## src/rtl/atomrvcore_pkg.sv

```systemverilog
// Shared types and constants for the AtomRV core writeback path.
// Holds the writeback source select, load size codes, FSM states and the load legality check.
package atomrvcore_pkg;

  typedef enum logic [1:0] {
    WB_ALU  = 2'd0,
    WB_LOAD = 2'd1,
    WB_PC4  = 2'd2,
    WB_IMM  = 2'd3
  } wb_sel_e;

  localparam logic [2:0] LB  = 3'b000;
  localparam logic [2:0] LH  = 3'b001;
  localparam logic [2:0] LW  = 3'b010;
  localparam logic [2:0] LBU = 3'b100;
  localparam logic [2:0] LHU = 3'b101;

  typedef enum logic {
    ST_IDLE     = 1'b0,
    ST_MEM_WAIT = 1'b1
  } wbu_state_e;

  // A load is legal when its size code is known and the address is naturally aligned.
  function automatic logic load_ok(input logic [2:0] func3, input logic [1:0] off);
    logic ok;
    case (func3)
      LB, LBU: ok = 1'b1;
      LH, LHU: ok = (off[0] == 1'b0);
      LW:      ok = (off == 2'b00);
      default: ok = 1'b0;
    endcase
    return ok;
  endfunction

endpackage

```

## src/rtl/atomrvcore_load_align.sv

```systemverilog
// Selects the byte/half lane of a returned memory word and sign/zero extends it.
module atomrvcore_load_align
  import atomrvcore_pkg::*;
#(
  parameter int DATAWIDTH = 32
) (
  input  logic [DATAWIDTH-1:0] rdata,
  input  logic [1:0]           addr,
  input  logic [2:0]           func3,
  output logic [DATAWIDTH-1:0] ext
);

  logic [7:0]  byte_s;
  logic [15:0] half_s;

  // Lane selection followed by extension according to the load size code.
  always_comb begin
    byte_s = 8'h00;
    half_s = 16'h0000;
    ext    = {DATAWIDTH{1'b0}};
    case (addr)
      2'b00:   byte_s = rdata[7:0];
      2'b01:   byte_s = rdata[15:8];
      2'b10:   byte_s = rdata[23:16];
      2'b11:   byte_s = rdata[31:24];
      default: byte_s = 8'h00;
    endcase
    if (addr[1]) begin
      half_s = rdata[31:16];
    end else begin
      half_s = rdata[15:0];
    end
    case (func3)
      LB:      ext = {{(DATAWIDTH-8){byte_s[7]}}, byte_s};
      LBU:     ext = {{(DATAWIDTH-8){1'b0}}, byte_s};
      LH:      ext = {{(DATAWIDTH-16){half_s[15]}}, half_s};
      LHU:     ext = {{(DATAWIDTH-16){1'b0}}, half_s};
      LW:      ext = rdata;
      default: ext = {DATAWIDTH{1'b0}};
    endcase
  end

endmodule

```

## src/rtl/atomrvcore_wbu.sv

```systemverilog
// Writeback unit: turns retired execute results (and completed loads) into
// single-cycle register-file writes for the decode stage.
module atomrvcore_wbu
  import atomrvcore_pkg::*;
#(
  parameter int DATAWIDTH        = 32,
  parameter int REG_ADRESS_WIDTH = 5,
  parameter int MEM_TIMEOUT      = 15
) (
  input  logic                        clk_i,
  input  logic                        rst_ni,
  input  logic                        valid_i,
  output logic                        ready_o,
  input  logic                        rwr_en_i,
  input  logic [REG_ADRESS_WIDTH-1:0] rd_i,
  input  logic [1:0]                  wb_sel_i,
  input  logic [2:0]                  func3_i,
  input  logic [DATAWIDTH-1:0]        alu_result_i,
  input  logic [DATAWIDTH-1:0]        pc_plus4_i,
  input  logic [DATAWIDTH-1:0]        immed_i,
  output logic                        dmem_req_o,
  output logic [DATAWIDTH-1:0]        dmem_addr_o,
  input  logic                        dmem_ack_i,
  input  logic [DATAWIDTH-1:0]        dmem_rdata_i,
  output logic                        rwr_en_o,
  output logic [REG_ADRESS_WIDTH-1:0] rd_o,
  output logic [DATAWIDTH-1:0]        wr_o,
  output logic                        load_err_o
);

  localparam int CW = $clog2(MEM_TIMEOUT + 1);

  wbu_state_e                  state_r, state_s;
  logic [CW-1:0]               cnt_r, cnt_s;
  logic                        ready_r;
  logic                        req_r, req_s;
  logic [DATAWIDTH-1:0]        addr_r, addr_s;
  logic                        rwr_en_r, rwr_en_s;
  logic [REG_ADRESS_WIDTH-1:0] rd_r, rd_s;
  logic [DATAWIDTH-1:0]        wr_r, wr_s;
  logic                        err_r, err_s;
  logic [REG_ADRESS_WIDTH-1:0] ld_rd_r, ld_rd_s;
  logic [2:0]                  ld_f3_r, ld_f3_s;
  logic [1:0]                  ld_off_r, ld_off_s;
  logic                        accept_s;
  logic [DATAWIDTH-1:0]        sel_data_s;
  logic [DATAWIDTH-1:0]        load_data_s;

  atomrvcore_load_align #(
    .DATAWIDTH(DATAWIDTH)
  ) u_load_align (
    .rdata (dmem_rdata_i),
    .addr  (ld_off_r),
    .func3 (ld_f3_r),
    .ext   (load_data_s)
  );

  // ready_r is the registered view of IDLE, so it is also 0 while in reset.
  assign accept_s = valid_i && ready_r;

  // Source mux for non-load results.
  always_comb begin
    sel_data_s = alu_result_i;
    case (wb_sel_i)
      WB_ALU:  sel_data_s = alu_result_i;
      WB_PC4:  sel_data_s = pc_plus4_i;
      WB_IMM:  sel_data_s = immed_i;
      default: sel_data_s = alu_result_i;
    endcase
  end

  // Next-state and next-output logic.
  always_comb begin
    state_s  = state_r;
    cnt_s    = cnt_r;
    req_s    = req_r;
    addr_s   = addr_r;
    rwr_en_s = 1'b0;
    rd_s     = rd_r;
    wr_s     = wr_r;
    err_s    = 1'b0;
    ld_rd_s  = ld_rd_r;
    ld_f3_s  = ld_f3_r;
    ld_off_s = ld_off_r;
    case (state_r)
      ST_IDLE: begin
        cnt_s = {CW{1'b0}};
        req_s = 1'b0;
        if (accept_s) begin
          if (wb_sel_i == WB_LOAD) begin
            if (load_ok(func3_i, alu_result_i[1:0])) begin
              state_s  = ST_MEM_WAIT;
              req_s    = 1'b1;
              addr_s   = {alu_result_i[DATAWIDTH-1:2], 2'b00};
              ld_rd_s  = rd_i;
              ld_f3_s  = func3_i;
              ld_off_s = alu_result_i[1:0];
            end else begin
              err_s = 1'b1;
            end
          end else begin
            rwr_en_s = rwr_en_i && (rd_i != {REG_ADRESS_WIDTH{1'b0}});
            rd_s     = rd_i;
            wr_s     = sel_data_s;
          end
        end else begin
          state_s = ST_IDLE;
        end
      end
      ST_MEM_WAIT: begin
        // An ack on the expiry cycle is checked first, so it still completes the load.
        if (dmem_ack_i) begin
          state_s  = ST_IDLE;
          req_s    = 1'b0;
          cnt_s    = {CW{1'b0}};
          rwr_en_s = (ld_rd_r != {REG_ADRESS_WIDTH{1'b0}});
          rd_s     = ld_rd_r;
          wr_s     = load_data_s;
        end else if (cnt_r == CW'(MEM_TIMEOUT - 1)) begin
          state_s = ST_IDLE;
          req_s   = 1'b0;
          cnt_s   = {CW{1'b0}};
          err_s   = 1'b1;
        end else begin
          cnt_s = cnt_r + CW'(1);
        end
      end
      default: begin
        state_s = ST_IDLE;
        req_s   = 1'b0;
        cnt_s   = {CW{1'b0}};
      end
    endcase
  end

  // State and output registers.
  always_ff @(posedge clk_i or negedge rst_ni) begin
    if (!rst_ni) begin
      state_r  <= ST_IDLE;
      cnt_r    <= {CW{1'b0}};
      ready_r  <= 1'b0;
      req_r    <= 1'b0;
      addr_r   <= {DATAWIDTH{1'b0}};
      rwr_en_r <= 1'b0;
      rd_r     <= {REG_ADRESS_WIDTH{1'b0}};
      wr_r     <= {DATAWIDTH{1'b0}};
      err_r    <= 1'b0;
      ld_rd_r  <= {REG_ADRESS_WIDTH{1'b0}};
      ld_f3_r  <= 3'b000;
      ld_off_r <= 2'b00;
    end else begin
      state_r  <= state_s;
      cnt_r    <= cnt_s;
      ready_r  <= (state_s == ST_IDLE);
      req_r    <= req_s;
      addr_r   <= addr_s;
      rwr_en_r <= rwr_en_s;
      rd_r     <= rd_s;
      wr_r     <= wr_s;
      err_r    <= err_s;
      ld_rd_r  <= ld_rd_s;
      ld_f3_r  <= ld_f3_s;
      ld_off_r <= ld_off_s;
    end
  end

  assign ready_o     = ready_r;
  assign dmem_req_o  = req_r;
  assign dmem_addr_o = addr_r;
  assign rwr_en_o    = rwr_en_r;
  assign rd_o        = rd_r;
  assign wr_o        = wr_r;
  assign load_err_o  = err_r;

endmodule

```

## config.mk

```make
export PLATFORM = sky130hd
export DESIGN_NAME = atomrvcore_wbu
export DESIGN_NICKNAME = d
export VERILOG_FILES = /design/src/rtl/atomrvcore_pkg.sv /design/src/rtl/atomrvcore_load_align.sv /design/src/rtl/atomrvcore_wbu.sv
export SDC_FILE = /design/constraint.sdc
export NUM_CORES = 1
export LEC_CHECK = 0
export ABC_AREA = 1
export ABC_CLOCK_PERIOD_IN_PS = 3200
export CAP_MARGIN = 40
export CELL_PAD_IN_SITES_DETAIL_PLACEMENT = 1
export CELL_PAD_IN_SITES_GLOBAL_PLACEMENT = 1
export CORE_UTILIZATION = 31
export CTS_CLUSTER_SIZE = 25
export DETAILED_ROUTE_END_ITERATION = 10
export PLACE_DENSITY_LB_ADDON = 0.1
export SETUP_SLACK_MARGIN = 0.05
export SLEW_MARGIN = 20
export SYNTH_ARGS = -nofsm -noshare
export SYNTH_HDL_FRONTEND = slang
export SYNTH_SLANG_ARGS = --single-unit
```

## constraint.sdc

```tcl
create_clock -name clk_i -period 3.2 [get_ports clk_i]
set_input_delay 0.64 -clock clk_i [delete_from_list [all_inputs] [get_ports clk_i]]
set_output_delay 0.64 -clock clk_i [all_outputs]
set_load 0.05 [all_outputs]
```

==> run metrics, run 1 <==
critical path class=in -> reg; final setup margin=0.9593 ns; met3 wire length=902 um; Clock Tree Buf Depth=2; std cell rows=46; Final setup viols=0; vias in the first global route=between 5000 and 6000; Post-synth top cells=nand2_1, dfrtp_1, nand3_1; Max Cap Violations=0; starting density of the core=32.16%; crit end category=flop; WL/cell=17.15 um; Final Hold Viols=0; #FFs+latches synth=86; Root Driver=clkbuf_16; DR iter-0 viols=334; detailed-route vias per instance=between 4 and 5; gpl congestion=0.8669; crit path DAT=approximately 2.5 ns; top-count cell post-synth=nand2_1; final wirelength=20800 um; global route overflow=0; synth top area cells=dfrtp_1, nand2_1, nand3_1; Total GRT Usage=between 20% and 30%; CTS resizes=0; met2 WL=between 9000 and 10000 um; # IOs=216; Final Max Slew Viols=0; pwr dens=592.4 mW/mm^2; total die area=0.01724 mm^2; largest area contributor in the netlist=dfrtp_1; final worst path period need=2.241 ns; CP max FO=32; worst slack at placement=0.5830 ns; relative slew slack=56.12%; clock sink count=86; outcome=completed; startpoint type of the worst setup path=primary input; Ys Warns=0; EDFF count, synth=0; TritonCTS clock tree=done; Post-synth ARST share=100.0%; Mapped Cells=797; via count=5890; Chip Height=between 100 and 150 um; clk slew on worst S/H paths=0.07 ns; period utilization=a little over two thirds; Nets=approximately 1100; Final ANT Viol Nets=0; Yosys top cell area share=41.53%; HPWL after detailed placement=15870 um; Top Layer Used=met4; synthesis-to-layout area growth=50.85%; syn_area_per_cell=6.502 um^2; Die W=between 100 and 150 um; hold_buf cts=0; layout cells sized above 1=roughly 4.8%; first-pass GRT wire length=33390 um; Unique masters post-synth=30; peak supply drop=~270 uV; Post-Syn Area=0.005182 mm^2; Achievable Freq=446.3 MHz; TritonCTS Buffers=9; Core Footprint=0.01612 mm^2; ys flop type=dfrtp_1; clk_lat worst skew=about 0.35 ns; sequential share of the synthesized area=between 40% and 50%; required time of the worst setup path=3.46 ns; skew final=0.004940 ns; H-tree Lvls=3; RSZ-0062 raised after global routing=no; DRC viols=0; leakage power=3.685 nW; initial antenna violation count=1; Pre-antenna DRT Iters=4; Port Buffers=213; largest net degree at the start of global routing=between 60 and 70; Total Neg Setup Slack=0 ns; DRT met1 WL=10080 um; R2R cell count=8; Post-CTS Setup Inserts=0; Least-Margin Pin Slew=0.6572 ns; worst min path class=in -> async
## state kept, by name (all words and copies together) (netlist names)
register     count
dmem_addr_o     30
wr_o            32
ld_f3_r          3
load_err_o       1
rwr_en_o         1
ld_off_r         2
cnt_r            4
state_r          1
ld_rd_r          5
ready_o          1
dmem_req_o       1
rd_o             5
## worst paths after layout
kind                                 start               to  slack, ns
setup / recovery               wb_sel_i[0]          wr_o[7]       0.96
hold / removal                      rst_ni         cnt_r[0]       0.11
setup reg to reg                   state_r          wr_o[0]       1.09
hold reg to reg            dmem_addr_o[26]  dmem_addr_o[26]       0.47
max in group asynchronous           rst_ni          wr_o[5]       2.32
min in group clk_i         dmem_addr_o[26]  dmem_addr_o[26]       0.47
## layout by cell type, fill, tap and decap left out, types with 3 or more instances in the layout
cell               n
buf_4             14
dfrtp_1           86
inv_2              5
o22ai_1            7
o21ai_0           17
clkbuf_16          9
a31oi_1            5
inv_1             53
nor2_1            61
a21oi_1           66
clkdlybuf4s50_1  212
nand2_2            3
nand3_1           69
nand2_1          360
## stage by stage
step	hold WS [ns]	util [%]	cell area, um^2	cells	power (W)
global placement	0.4534	46.55	7502	1195	0.003607
CTS	0.4001	48.32	7787	1211	0.004676
detailed placement	0.4601	46.55	7502	1195	0.003634
global route	0.1068	48.51	7818	1213	0.004892
floorplan	0.3444	-	5186	798	0.002782
finish	0.1142	48.51	7818	1213	0.004631
## power breakdown
| part | internal (W) | switching (W) |
|---|---|---|
| combinational | 0.000739 | 0.00140 |
| clock | 0.000552 | 0.000471 |
| sequential | 0.00131 | 0.000164 |
## kinds of logic (layout without fill, tap and decap cells)
kind of cell               after synthesis  count (layout)  synth area share (%)
other                                    1               3               0.07236
adders and majority gates                2               2                0.4828
AOI/OAI and AO/OA                      100             100                 10.19
xor gates and xnor gates                 1               1                0.1690
DFF                                     86              86                 41.53
buffers and inverters                  104             302                 8.354
and+or+nand+nor                        503             503                 39.21
## worst max-delay path: stages
cell and delay, ns:
clkdlybuf4s50_1 0.58, inv_1 0.12, nor2_1 0.24, o21ai_4 0.11, inv_2 0.49, a21oi_1 0.08
a21oi_1 0.23
## final cells by class
| class | instances | area [um^2] |
|---|---|---|
| diodes | 1 | 2.502 |
| clock buffers | 10 | 239.0 |
| clock inverters | 6 | 46.29 |
| fillers | 2083 | 8298 |
| inverters | 58 | 217.7 |
| multi-input cells | 608 | 2615 |
| flip-flops and latches | 86 | 2152 |
| well taps | 216 | 270.3 |
| repair buffers | 228 | 2275 |
## routing by layer
layer | vias up | track usage (%)
met4 | 0 | 7.494
li1 | 2896 | -
met3 | 24 | 3.472
met1 | 2809 | 34.49
met5 | - | 0
met2 | 161 | 39.45
No activity file was read; power rests on OpenSTA's default activity.
==> run 2: changes to the inputs <==
--- a/config.mk
+++ b/config.mk
@@ -6,11 +6,11 @@
 export NUM_CORES = 1
 export LEC_CHECK = 0
 export ABC_AREA = 1
-export ABC_CLOCK_PERIOD_IN_PS = 3200
+export ABC_CLOCK_PERIOD_IN_PS = 2200
 export CAP_MARGIN = 40
 export CELL_PAD_IN_SITES_DETAIL_PLACEMENT = 1
 export CELL_PAD_IN_SITES_GLOBAL_PLACEMENT = 1
-export CORE_UTILIZATION = 31
+export CORE_UTILIZATION = 29
 export CTS_CLUSTER_SIZE = 25
 export DETAILED_ROUTE_END_ITERATION = 10
 export PLACE_DENSITY_LB_ADDON = 0.1
==> constraint.sdc (replaced) <==
create_clock -name clk_i -period 2.2 [get_ports clk_i]
set_input_delay 0.44 -clock clk_i [delete_from_list [all_inputs] [get_ports clk_i]]
set_output_delay 0.44 -clock clk_i [all_outputs]
set_load 0.05 [all_outputs]
==> run 2 against run 1 <==
Compared with the run above: clock skew grew 0.0050 ns; count of clock-buffer cells in the layout rose by 2; clock power is 44% higher; critical path depth decreased by 6; die area increased by 6.8%; global-route usage is 1.4 points lower; core utilization decreased by 2.7 points; sequential power is 45% higher; combinational power up 49%; cell count is 1.4% higher; critical path type is now reg -> out; critical endpoint is now dmem_addr_o[31].
==> run metrics, run 2 (synthesized netlist as in run 1, its figures left out) <==
outcome=completed; clock share of power=21.6%; Achievable Freq=502.0 MHz; Psw=0.002956 W; final wirelength=20980 um; H-tree Lvls=3; P_int=0.003823 W; final core occ=a little under half; commonest non-fill, non-tap cell in the layout=nand2_1; CP delay by family, top=buffers and inverters; global route overflow=0; final worst path period need=1.992 ns; Post-Layout Cell Count=between 1000 and 1500; layout cells sized above 1=5.473%; WP buf/inv=1; RSZ-0062 raised after global routing=no; starting density of the core=between 20% and 30%; Worst R2R Setup Slack=about 0.42 ns; Port Buffers=approximately 210; vias in the first global route=5922; Least-Margin Pin Slew=between 0.5 and 0.6 ns; peak supply drop=between 400 and 500 uV; crit end category=output pin; clock sink count=86; total die area=0.01841 mm^2; hold slack=0.4731 ns; crit path DAT=1.55 ns; Cell Chain, Critical Path=clkdlybuf4s50_1; largest net degree at the start of global routing=39; WL/cell=17.05 um; Max Cap Violations=0; leakage power=3.747 nW; clk slew on worst S/H paths=0.07 ns; CP max FO=2; synthesis-to-layout area growth=53.28%; pwr dens=853.4 mW/mm^2; critical path class=reg -> out; ANT cells=0; Total GRT Usage=23.31%; via count=~5800; HPWL after detailed placement=16040 um; sequential share of power=31.4%; relative slew slack=62.38%; gpl congestion=0.8685; slowest cell on the critical path=clkdlybuf4s50_1; std cell rows=48; worst min path class=reg -> reg; Largest register FFs=32; skew final=0.009928 ns; Final Max Slew Viols=0; startpoint type of the worst setup path=flop; delay of the slowest critical-path stage=0.82 ns; Comb pwr share=47.0%; most frequent cells in the layout=nand2_1, clkdlybuf4s50_1, dfrtp_1, nand3_1, a21oi_1; period utilization=about nine tenths; clk_lat worst skew=0.35 ns; first-pass GRT wire length=32740 um; Total Neg Setup Slack=0 ns; Overall Power=slightly below 0.007 W; Final setup viols=0; DRC viols=0; switching share of total power=43.61%; required time of the worst setup path=between 1.5 and 2 ns; initial antenna violation count=0; Core Footprint=0.01736 mm^2; Clock Tree Buf Depth=2; Pre-antenna DRT Iters=5; Chip Height=135.7 um; Die W=135.7 um; fill count=around 2300; # IOs=216; DR iter-0 viols=227; dpl cells=roughly 1200; TritonCTS clock tree=done; detailed-route vias per instance=4.750; TritonCTS Buffers=9; Nets=1145; Final ANT Viol Nets=0; Root Driver=clkbuf_16; Final Hold Viols=0
-- run 2: changes by cell type in the layout (fill, tap and decap cells not counted), sizes merged --
cell	delta
clkbuf	+2
diode	-1
buf	+8
inv	+1
clkinv	-2
clkinvlp	-1
dlygate4sd3	+1
-- run 2: worst register-to-register path: cells and delay by family (launching register included) --
| kind | cells | cell delay (ns) |
|---|---|---|
| AO/OA/AOI/OAI | 1 | 0.15 |
| buffers and inverters | 1 | 0.04 |
| flip-flops | 1 | 0.53 |
| AND/OR/NAND/NOR | 7 | 0.98 |
-- run 2: final timing paths --
kind | endpoint | depth (start not counted) | startpoint
worst max-delay path | dmem_addr_o[31] | 1 | dmem_addr_o[31]
worst min-delay path | dmem_addr_o[5] | 2 | dmem_addr_o[5]
worst max register to register | wr_o[12] | 9 | ld_off_r[0]
worst min register to register | dmem_addr_o[5] | 2 | dmem_addr_o[5]
max in group asynchronous | ld_off_r[1] | 3 | rst_ni
min in group asynchronous | cnt_r[0] | 2 | rst_ni
-- run 2: per-layer routing --
layer,vias to the layer above,global-route usage [%],share of wire [%],wire (um)
met5,-,0,0,0
met4,0,5.243,1.0,215
met3,13,2.694,3.7,772
met2,116,38.38,48,9983
met1,2810,32.50,48,10010
li1,2904,-,-,-
-- run 2: cell type report --
class	count	area (um^2)	area share (%)
inverters	58	217.7	2.741
clock buffers	12	246.5	3.103
clock inverters	4	30.03	0.3780
multi-input cells	608	2615	32.92
well taps	225	281.5	3.544
repair buffers	237	2400	30.21
flip-flops and latches	86	2153	27.11
-- run 2: power groups by stage --
stage	Sequential, W	Combinational (W)	Clock [W]
after floorplan	0.00309	0.000959	0
after detailed placement	0.00216	0.00320	0
final	0.00213	0.00319	0.00147
after global routing	0.00217	0.00342	0.00157
after CTS	0.00213	0.00321	0.00151
after global placement	0.00215	0.00317	0
-- run 2: stage by stage --
stage / instance area [um^2] / setup slack (ns)
finish: 7944 / 0.2081
global route: 7944 / 0.1715
CTS: 7943 / 0.2021
detailed placement: 7656 / 0.1607
global placement: 7656 / 0.2006
floorplan: 5186 / 0.4794
-- run 2: timing repair --
action | in CTS | in global routing
resized for setup | 0 | 1
endpoints found under the hold margin | 5 | 0
setup buffers | 0 | 0
hold buffers | 1 | 0
endpoints found under the setup margin | 0 | 7
==> RTL change: new RTL, flow settings as in run 2 <==
`DATAWIDTH` is set to 32 in 2 places; all go to 64.
--- a/src/rtl/atomrvcore_load_align.sv
+++ b/src/rtl/atomrvcore_load_align.sv
@@ -3,5 +3,5 @@
   import atomrvcore_pkg::*;
 #(
-  parameter int DATAWIDTH = 32
+  parameter int DATAWIDTH = 64
 ) (
   input  logic [DATAWIDTH-1:0] rdata,
--- a/src/rtl/atomrvcore_wbu.sv
+++ b/src/rtl/atomrvcore_wbu.sv
@@ -4,5 +4,5 @@
   import atomrvcore_pkg::*;
 #(
-  parameter int DATAWIDTH        = 32,
+  parameter int DATAWIDTH        = 64,
   parameter int REG_ADRESS_WIDTH = 5,
   parameter int MEM_TIMEOUT      = 15
Interface: changed (6 resized); port bits go from 216 to 408. No check against the original RTL was run, so the function may have changed too.
==> RTL change against run 2 <==
Non-clock buffer count grew 204; area after synthesis up 70%; setup slack lost 0.12 ns; routed wire length rose by 87%; final area up 77%; sequential share of layout area decreased by 0.40 points; clock power is 99% higher; final cell count is 73% higher; clock skew up 0.0046 ns; sequential cell count is 64 higher; count of clock-buffer cells in the layout increased by 7; power up 84%; critical path type unchanged; largest power group unchanged; highest routed layer is now met5.
==> RTL change: results (changes against run 2) <==
met1_routed_wirelength_after_detailed_routing_um: 16300  # +63%
finalNonFillerCells: 2127  # +73%
result_of_the_run: "finished clean"
rr_worst_depth: 7  # -2
initial_antenna_violation_count: 5  # +5
wire_per_inst_um: 18.4  # +8.1%
beginning_of_the_worst_hold_path: "dmem_addr_o[22]"
grt_use_total_pct: 25.2  # +1.9 points
yosys-top-cells-area: "sky130_fd_sc_hd__dfrtp_1 (43%), sky130_fd_sc_hd__nand2_1 (23%), sky130_fd_sc_hd__nand3_1 (7.6%)"
first_global_vias: 10700  # +80%
cellLeakagePower_nw: 6.59  # +76%
finalHoldWorstSlack_ns: 0.470  # -0.00342 ns
syn-mean-instance-area_um2: 6.51  # +0.13%
global_route.usage.met2_pct: 44.5  # +6.1 points
netSwitchingFraction_pct: 44.4  # +0.81 points
yosys.area_share.xor_xnor_pct: 0.0996  # -0.069 points
post_synthesis_sequential_area_ratio_pct: 42.7  # +1.1 points
final.setup_skew_ns: 0.0146  # +0.00463 ns
detailroute.wirelength.met2_um: 19400  # +94%
cts-buffers-inserted: 17  # +8
met3_wirelength_um: 2800  # +260%
cts_htree_levels: 4  # +1
whs_endpoint: "dmem_addr_o[22]"
worst_ep_arrival_time_ns: 1.67  # +0.12 ns
period_needed_ns: 2.11  # +0.121 ns
max_reg_flops: 64  # +100%
pin_count_of_the_biggest_net_entering_global_routing: 70  # +79%
synth_cell_types: 28  # -6.7%
yosys.area_share.adder_pct: 0.284  # -0.20 points
globalRouteMet3Util_pct: 5.75  # +3.1 points
worst_ir_drop_vdd_v: 0.000573  # +42%
dp_worst_setup_slack_ns: 0.0297  # -0.131 ns
slew_at_the_pin_with_the_worst_max_slew_slack_ns: 0.576  # +0.0130 ns
clock_path_buffers: 2  # unchanged
first_iter_violations: 383  # +69%
cts.clk_slew.worst_paths_ns: 0.07  # about the same
regToRegEndpoint: "dmem_addr_o[4]"
grt_pass1_wl_um: 60100  # +83%
vias: 10200  # +75%
hpwl_um: 29300  # +83%
synth-compound-area-share_pct: 9.91  # -0.27 points
fraction_of_met1_tracks_used_by_global_routing_pct: 30.4  # -2.1 points
crit-reg2reg-launch: "state_r"
buffer_ports.inserted: 405  # +90%
most_used_flip_flop_cell_after_synthesis: "sky130_fd_sc_hd__dfrtp_1"
ratio_of_cells_with_drive_above_1_in_the_final_layout_pct: 4.79  # -0.68 points
yosys-top-cells-count: "sky130_fd_sc_hd__nand2_1 (547), sky130_fd_sc_hd__nor2_1 (165), sky130_fd_sc_hd__dfrtp_1 (150)"
place.gp.congestion: 0.807  # -7.1%
num-nets-final: 1993  # +74%
clock_network_latency_to_the_later_pin_of_the_worst_skew_pair_ns: 0.44  # +0.09 ns
placement_cell_area_mm2: 0.0135  # +76%
routed.top_layer: "met5"
cts_root_buffer: "sky130_fd_sc_hd__clkbuf_16"
RTL change: cell count changes after synthesis, moves of 6 or more:
cell / delta
sky130_fd_sc_hd__nand2_1: +186
sky130_fd_sc_hd__nor2_1: +104
sky130_fd_sc_hd__nand3_1: +65
sky130_fd_sc_hd__dfrtp_1: +64
sky130_fd_sc_hd__a21oi_1: +55
sky130_fd_sc_hd__clkbuf_1: +34
sky130_fd_sc_hd__inv_1: +29
sky130_fd_sc_hd__buf_2: +13
sky130_fd_sc_hd__o22ai_1: -7
sky130_fd_sc_hd__o211ai_1: +6
RTL change: power by group through the flow:
| stage | logic (W) | registers (W) | clock network (W) |
|---|---|---|---|
| after detailed placement | 0.00587 | 0.00376 | 0 |
| after global routing | 0.00624 | 0.00379 | 0.00308 |
| after floorplan | 0.00154 | 0.00562 | 0 |
| after CTS | 0.00590 | 0.00372 | 0.00300 |
| after global placement | 0.00581 | 0.00374 | 0 |
| final | 0.00583 | 0.00371 | 0.00292 |
RTL change: how the worst max path moves through the flow:
| stage | startpoint | to | depth (start not counted) |
|---|---|---|---|
| global placement | wb_sel_i[1] | wr_o[10] | 8 |
| finish | wr_o[51] | wr_o[51] | 1 |
| CTS | wr_o[51] | wr_o[51] | 1 |
| floorplan | ready_o | wr_o[60] | 7 |
| detailed placement | wb_sel_i[1] | dmem_addr_o[4] | 7 |
| global route | wr_o[3] | wr_o[3] | 1 |
RTL change: cell type report:
class,count,area [um2]
diodes,4,10.0
inverters,87,327
clock buffers,19,453
clock inverters,13,113
fillers,3745,15700
flip-flops and latches,150,3750
well taps,390,488
multi-input cells,1023,4360
repair buffers,441,4550
RTL change: timing repair:
action | in CTS | in global routing
hold buffers | 1 | 0
setup buffers | 0 | 0
endpoints found under the setup margin | 0 | 1
hold endpoints to repair | 34 | 0
gates resized for setup | 0 | 1
